`src/rtl/demux_scan_ctrl.sv`:
```
`default_nettype none
// ============================================================================
// Module      : demux_scan_ctrl
// Description : Scan controller for a 5-to-32 address decoder. It steps a
//               channel address from first_ch to last_ch, wrapping 31->0, and
//               holds the decoder enable high for a programmable dwell on each
//               channel. Every channel is preceded by one enable-low settle
//               cycle (break-before-make). Passes run once or repeat.
//               Optional feature macro: CH_MASK_EN adds a per-channel enable
//               mask (ch_mask) that is sampled in each SETUP cycle.
// Revision    : 1.0 - initial release
// ============================================================================
module demux_scan_ctrl #(
    parameter int unsigned DWELL_W = 8
) (
    input  logic               clk,
    input  logic               rst_n,
    input  logic               start,
    input  logic               stop,
    input  logic [4:0]         first_ch,
    input  logic [4:0]         last_ch,
    input  logic [DWELL_W-1:0] dwell,
    input  logic               single,
`ifdef CH_MASK_EN
    input  logic [31:0]        ch_mask,
`endif
    output logic [4:0]         a,
    output logic               en,
    output logic               busy,
    output logic               done
);

    localparam logic [1:0] S_IDLE  = 2'd0;
    localparam logic [1:0] S_SETUP = 2'd1;
    localparam logic [1:0] S_DRIVE = 2'd2;

    localparam logic [DWELL_W-1:0] c_one = DWELL_W'(1);

    logic [1:0]         r_state;
    logic [1:0]         w_state_nxt;
    logic [DWELL_W-1:0] r_cnt;
    logic [DWELL_W-1:0] w_cnt_nxt;
    logic [4:0]         r_first;
    logic [4:0]         r_last;
    logic [DWELL_W-1:0] r_dwell;
    logic               r_single;

    logic [4:0]         w_a_nxt;
    logic               w_en_nxt;
    logic               w_done_nxt;
    logic               w_load_cfg;

    logic               w_ch_on;
    logic               w_last_hit;
    logic               w_expire;
    logic [DWELL_W-1:0] w_dwell_eff;
    logic [4:0]         w_a_adv;
    logic               w_pass_end;

`ifdef CH_MASK_EN
    assign w_ch_on = ch_mask[a];
`else
    assign w_ch_on = 1'b1;
`endif

    // A zero dwell is stretched to one enabled cycle
    assign w_dwell_eff = (r_dwell == '0) ? c_one : r_dwell;
    assign w_last_hit  = (a == r_last);
    assign w_expire    = (r_cnt <= c_one);
    // End of a single pass returns to IDLE; otherwise the address advances
    assign w_pass_end  = w_last_hit && r_single;
    assign w_a_adv     = w_last_hit ? (r_single ? a : r_first) : 5'(a + 5'd1);

    // State, outputs, dwell counter and latched configuration registers
    always_ff @(posedge clk or negedge rst_n) begin
        if (!rst_n) begin
            r_state  <= S_IDLE;
            a        <= 5'd0;
            en       <= 1'b0;
            busy     <= 1'b0;
            done     <= 1'b0;
            r_cnt    <= '0;
            r_first  <= 5'd0;
            r_last   <= 5'd0;
            r_dwell  <= '0;
            r_single <= 1'b0;
        end else begin
            r_state <= w_state_nxt;
            a       <= w_a_nxt;
            en      <= w_en_nxt;
            busy    <= (w_state_nxt != S_IDLE);
            done    <= w_done_nxt;
            r_cnt   <= w_cnt_nxt;
            if (w_load_cfg) begin
                r_first  <= first_ch;
                r_last   <= last_ch;
                r_dwell  <= dwell;
                r_single <= single;
            end
        end
    end

    // Next-state selection; stop overrides every other transition
    always_comb begin
        w_state_nxt = r_state;
        case (r_state)
            S_IDLE: begin
                if (start) w_state_nxt = S_SETUP;
            end
            S_SETUP: begin
                if (w_ch_on)         w_state_nxt = S_DRIVE;
                else if (w_pass_end) w_state_nxt = S_IDLE;
                else                 w_state_nxt = S_SETUP;
            end
            S_DRIVE: begin
                if (w_expire) w_state_nxt = w_pass_end ? S_IDLE : S_SETUP;
            end
            default: w_state_nxt = S_IDLE;
        endcase
        if (stop) w_state_nxt = S_IDLE;
    end

    // Next values for the registered outputs and the dwell counter
    always_comb begin
        w_a_nxt    = a;
        w_en_nxt   = 1'b0;
        w_done_nxt = 1'b0;
        w_cnt_nxt  = r_cnt;
        w_load_cfg = 1'b0;
        if (!stop) begin
            case (r_state)
                S_IDLE: begin
                    if (start) begin
                        w_a_nxt    = first_ch;
                        w_load_cfg = 1'b1;
                    end
                end
                S_SETUP: begin
                    if (w_ch_on) begin
                        w_en_nxt  = 1'b1;
                        w_cnt_nxt = w_dwell_eff;
                    end else begin
                        w_a_nxt    = w_a_adv;
                        w_done_nxt = w_pass_end;
                    end
                end
                S_DRIVE: begin
                    if (!w_expire) begin
                        w_en_nxt  = 1'b1;
                        w_cnt_nxt = r_cnt - c_one;
                    end else begin
                        w_cnt_nxt  = '0;
                        w_a_nxt    = w_a_adv;
                        w_done_nxt = w_pass_end;
                    end
                end
                default: begin
                    w_cnt_nxt = '0;
                end
            endcase
        end
    end

endmodule
`default_nettype wire

```
`config.mk`:
```
export PLATFORM = sky130hd
export DESIGN_NAME = demux_scan_ctrl
export DESIGN_NICKNAME = d
export VERILOG_FILES = /design/src/rtl/demux_scan_ctrl.sv
export SDC_FILE = /design/constraint.sdc
export NUM_CORES = 1
export LEC_CHECK = 0
export ABC_AREA = 1
export CORE_ASPECT_RATIO = 1.5
export CORE_MARGIN = 1.5
export CORE_UTILIZATION = 50
export DETAILED_ROUTE_END_ITERATION = 7
export GPL_TIMING_DRIVEN = 0
export PLACE_DENSITY_LB_ADDON = 0.1
export SLEW_MARGIN = 25
export SYNTH_ARGS = -nofsm -noshare
export SYNTH_HDL_FRONTEND = slang
export SYNTH_SLANG_ARGS = --single-unit
```
`constraint.sdc`:
```
create_clock -name clk -period 4.9 [get_ports clk]
set_clock_uncertainty 0.2 [all_clocks]
set_input_delay 0.49 -clock clk [delete_from_list [all_inputs] [get_ports clk]]
set_output_delay 0.49 -clock clk [all_outputs]
set_load 0.01 [all_outputs]
```
* Yosys cells after proc, flatten, opt, wreduce, memory -nomap -nowiden *
Index checks and enable logic that the tools add are counted.

storage, ports and cells
  input port bits = 23
  output and inout port bits = 8
  register bits after elaboration = 37
  logic and storage cells = 50

cells by class
  multiplexer cells = 22
  equal/unequal tests = 6
  reductions and logical operators = 7
  add/sub/neg operators = 2
  $lt $le $gt $ge = 1
  bitwise logic cells = 2

operators with widths
  kind                                                             number
  one-hot mux 8 bit (3 select lines)                               1
  two-way mux 5 bit                                                4
  two-way mux 8 bit                                                2
  one-hot mux 5 bit (2 select lines)                               1
  two-way mux 1 bit                                                9
  less-or-equal comparator 8 x 1 -> 1 bit (second input constant)  1
  zero test 8 bit                                                  1
  subtractor 8 x 1 -> 8 bit (second input constant)                1
  two-way mux 2 bit                                                3
  one-hot mux 2 bit (3 select lines)                               1
  adder 5 x 1 -> 5 bit (second input constant)                     1
  equality test 5 bit                                              1
  AND reduction 5 bit                                              1
  inequality test 2 bit (second input constant)                    2
  nonzero test 2 bit                                               2
  inequality test 3 bit (second input constant)                    1
  equality test 2 x 1 -> 1 bit (second input constant)             1
  equality test 2 bit (second input constant)                      1
  zero test 2 bit                                                  1
  inverter 1 bit                                                   2
  one-hot mux 1 bit (2 select lines)                               1
  AND reduction 2 bit                                              1
  logical AND 1 bit                                                1

* Depth between registers and ports, before layout *
  word-level depth = 7
  gate-level depth with buffers = 11
  mapped depth without buffers = 11

* Worst setup path after synthesis *
No wires, ideal clock.

  path kind = register -> register
  from = register r_state[0]
  to = register a[4]
  cell stages (with the launch flop) = 12
  slack = 3.228 ns
  clock period less this slack = 1.672 ns
  path buffers = 1
  setup time = 0.065 ns
  required time = 4.635 ns
  data arrival time = 1.407 ns
  cells stage by stage = dfrtp_1 > inv_1 > ha_1 > buf_4 > inv_2 > o21ai_0 > nand2_1 > nor2_2 > nand2_2 > inv_2 > nand2_1 > nand2_1

on the way
  cells in the longest elaborated chain, start to end = 3
  elaborated cells on any way between the ends = 8
  classes of those cells = eq/ne (4); mux (1); reduce/logical (3)

ends and longest elaborated chain
  element                                                               line  RTL
  start: declaration                                                    39    logic [1:0] r_state;
  start signal: assignment                                              88    r_state <= w_state_nxt;
  equality test 2 bit or zero test 2 bit (tied branches)                131   case (r_state)
  inequality test 3 bit (no source line), or another cell as far along  --
  AND reduction 5 bit (no source line)                                  --
  end signal: assignment                                                89    a <= w_a_nxt;
  end: declaration                                                      27    output logic [4:0] a,

Parallel ways exist; a longest one is shown, timed or not.
A chain may end at the register's enable or synchronous reset.

* Worst setup path in the final report *
  from = register a[1]
  to = output port a[1]

No word-level cell between the ends.

==> run metrics <==
Startpoint Class=register; clk_lat worst skew=between 200 and 300 ps; switch share=around 40%; VDD IR max=about 0.3 mV; Final GP Congestion=about 0.90; initial antenna violation count=0; Layout area overhead=21.6%; grt total ovfl=0; largest net degree at the start of global routing=29; IO Pins=31; r2r startpoint=r_state[0]; clk buf depth=2; Yosys top cell area share=~43%; Yosys cell types=31; vias in the first global route=1814; cell internal pwr=between 0.7 and 0.8 mW; Reg2Reg Depth=5; final core occ=approximately 65%; most frequent cells in the layout=64 x nand2_1, 37 x dfrtp_1, 32 x inv_1, 29 x clkdlybuf4s50_1, 28 x nor2_1; Max stage delay on crit path=590 ps; CTS tree=built; maximum fanout along the worst path=7; commonest non-fill, non-tap cell in the layout=nand2_1; power per cell area=roughly 460 nW/um2; Die W=56.4 um; GRT Overall Usage=22.6%; Avg Vias per Cell=5.10; Root Driver=clkbuf_8; Mapped Cells=about 270; first-pass detailed-route iteration total=4; Worst Hold Class=register to register; number of nets in the layout=around 340; num rows=28; # Max-Cap Violations=0; outcome=finished clean; worst hold start=r_first[1]; drt wl/cell=approximately 14 um; area of the core=4030 um2; Post-DRT Antenna Nets=0; DRC=0; fin crit share=between 40% and 50%; chip height=a little over 80 um; layout cells sized above 1=between 10% and 20%; Buf/Inv on CP=1; leakage power=roughly 1.3 nW; Cell Count, Final, Fillers Out=around 350; Hold EP=r_first[1]; Seq/Total Area, Yosys=between 40% and 50%; fin crit period=roughly 2100 ps; Slew Limit Fails=0; Mapped Nets=296; clock power share=between 10% and 20%; Post-Syn Area=~2100 um2; first-pass GRT wire length=8.20 mm; TritonCTS Buffers=5; Initial Util=53.1%; crit path DAT=~1400 ps; dpl hpwl=between 3 and 4 mm; worst reg-to-reg setup slack=~2900 ps; initial DRC count=50; clock sinks=37; Routed WL=4.77 mm; Hold Crit Depth=2; Setup CP Type=register to output pin; highest clock rate=roughly 480 MHz; vias=around 1800; Crit path max-delay family=buffers and inverters; P_sw=between 0.4 and 0.5 mW; combinational power share=roughly 44%; hold slack=316 ps; RSZ-0062 raised after global routing=no; Tightest Pin Transition=slightly above 500 ps; H-tree levels=2; Mapped Avg Cell Area=~8.0 um2; largest area contributor in the netlist=dfrtp_1; Clock Pin Slew Worst Setup and Hold Paths=70 ps; layout filler cell count=between 300 and 400; Flop pwr share=38.8%; Fin. Hold Viols=0; Yosys reg bits=37; die area=roughly 4700 um2; R2R Path End=r_first[1]; worst endpoint required time=approximately 4200 ps; synth top area cells=dfrtp_1 43%, nand2_1 11%, inv_1 5.6%, nor2_1 4.9%, a21oi_1 4.2%; Inst Count DP=approximately 340; Post-CTS Setup Inserts=0; Worst slew margin=65.3%; CP max-delay cell=clkdlybuf4s50_1; Synth warnings=0; CP Cell Sequence=clkdlybuf4s50_1; setup TNS=0 ps; CP Capture Type=output pin; Port Buffers=30; Overall Power=between 1 and 1.5 mW; n_diodes=0; Final setup viols=0
-- registers in the layout, summed over array words and instances, names as in the netlist, 2 cells and up --
register / count
r_cnt: 8
r_dwell: 8
a: 5
r_first: 5
r_last: 5
r_state: 2
-- worst max-delay path by stage --
stage                           from    endpoint  cells past startpoint
after floorplan           r_state[0]        a[4]                     11
after global placement         rst_n          en                      1
after detailed placement        stop  r_dwell[7]                      5
after CTS                       a[1]        a[1]                      1
after global routing      r_state[0]  r_dwell[7]                      5
final                           a[1]        a[1]                      1
-- tightest hold or removal path: stages (launching register included) --
cell and delay, ps:
dfrtp_1 360, inv_1 60, a21oi_1 60
-- synthesized netlist by cell type --
library cell / number
buf_4: 1
o21a_1: 1
ha_1: 7
o22ai_1: 4
nor4_1: 1
nand2_4: 2
clkbuf_1: 1
nand4_1: 7
nand3_4: 1
o21ai_1: 1
a21oi_1: 18
xor2_1: 5
inv_1: 32
o21bai_1: 1
nor2_1: 28
o21ai_4: 1
o21ai_0: 11
nand3_1: 12
nor2_8: 1
mux2_2: 3
nand2_1: 64
o21ai_2: 1
dfrtp_1: 37
nor2_2: 4
nor2_4: 2
xnor2_1: 5
xnor2_2: 1
a21boi_2: 1
nand2_2: 6
inv_2: 5
buf_2: 2
-- power groups by stage --
stage,sequential (mW),clock [mW],combinational (mW)
5_1_grt,0.476,0.221,0.596
2_1_floorplan,0.462,0,0.383
3_3_place_gp,0.467,0,0.524
3_5_place_dp,0.471,0,0.531
4_1_cts,0.465,0.210,0.534
6_report,0.464,0.203,0.530
-- repair_timing --
| item | in CTS | in global routing |
|---|---|---|
| hold endpoints to repair | 9 | 0 |
| gates resized for setup | 0 | 0 |
| hold buffers | 1 | 0 |
-- layer usage --
metal | up-vias | global-route usage, % | part of all wire [%]
met5 | - | 0 | 0
met4 | 0 | 9.96 | 3.1
met3 | 13 | 3.89 | 2.8
met2 | 37 | 42.2 | 55
met1 | 821 | 24.1 | 39
li1 | 920 | - | -
-- cells by family (layout without fill, tap and decap cells) --
group | after synthesis | after routing | share of synthesized area [%]
AND/OR/NAND/NOR | 128 | 128 | 28.1
buffers and inverters | 41 | 81 | 7.49
AO/OA/AOI/OAI | 39 | 39 | 10.6
flip-flops | 37 | 37 | 43.3
XOR/XNOR | 11 | 11 | 4.86
adder cells (fa/ha/maj) | 7 | 7 | 4.10
multiplexers | 3 | 3 | 1.58
-- cell type report --
| cell class | count | area [um2] | area share, % |
|---|---|---|---|
| Timing Repair Buffer | 32 | 325 | 12.5 |
| Tap cell | 45 | 56.3 | 2.17 |
| Sequential cell | 37 | 926 | 35.6 |
| Buffer | 4 | 21.3 | 0.818 |
| Inverter | 37 | 139 | 5.34 |
| Multi-Input combinational cell | 188 | 1050 | 40.5 |
| Clock buffer | 8 | 80.1 | 3.08 |
-- per-stage QoR --
step | setup slack [ps] | instance area [um2]
after floorplan | 3230 | 2140
after global placement | 2250 | 2490
after detailed placement | 2540 | 2510
after CTS | 2820 | 2600
after global routing | 2740 | 2600
final | 2830 | 2600
(Power assumes the default switching activity.)
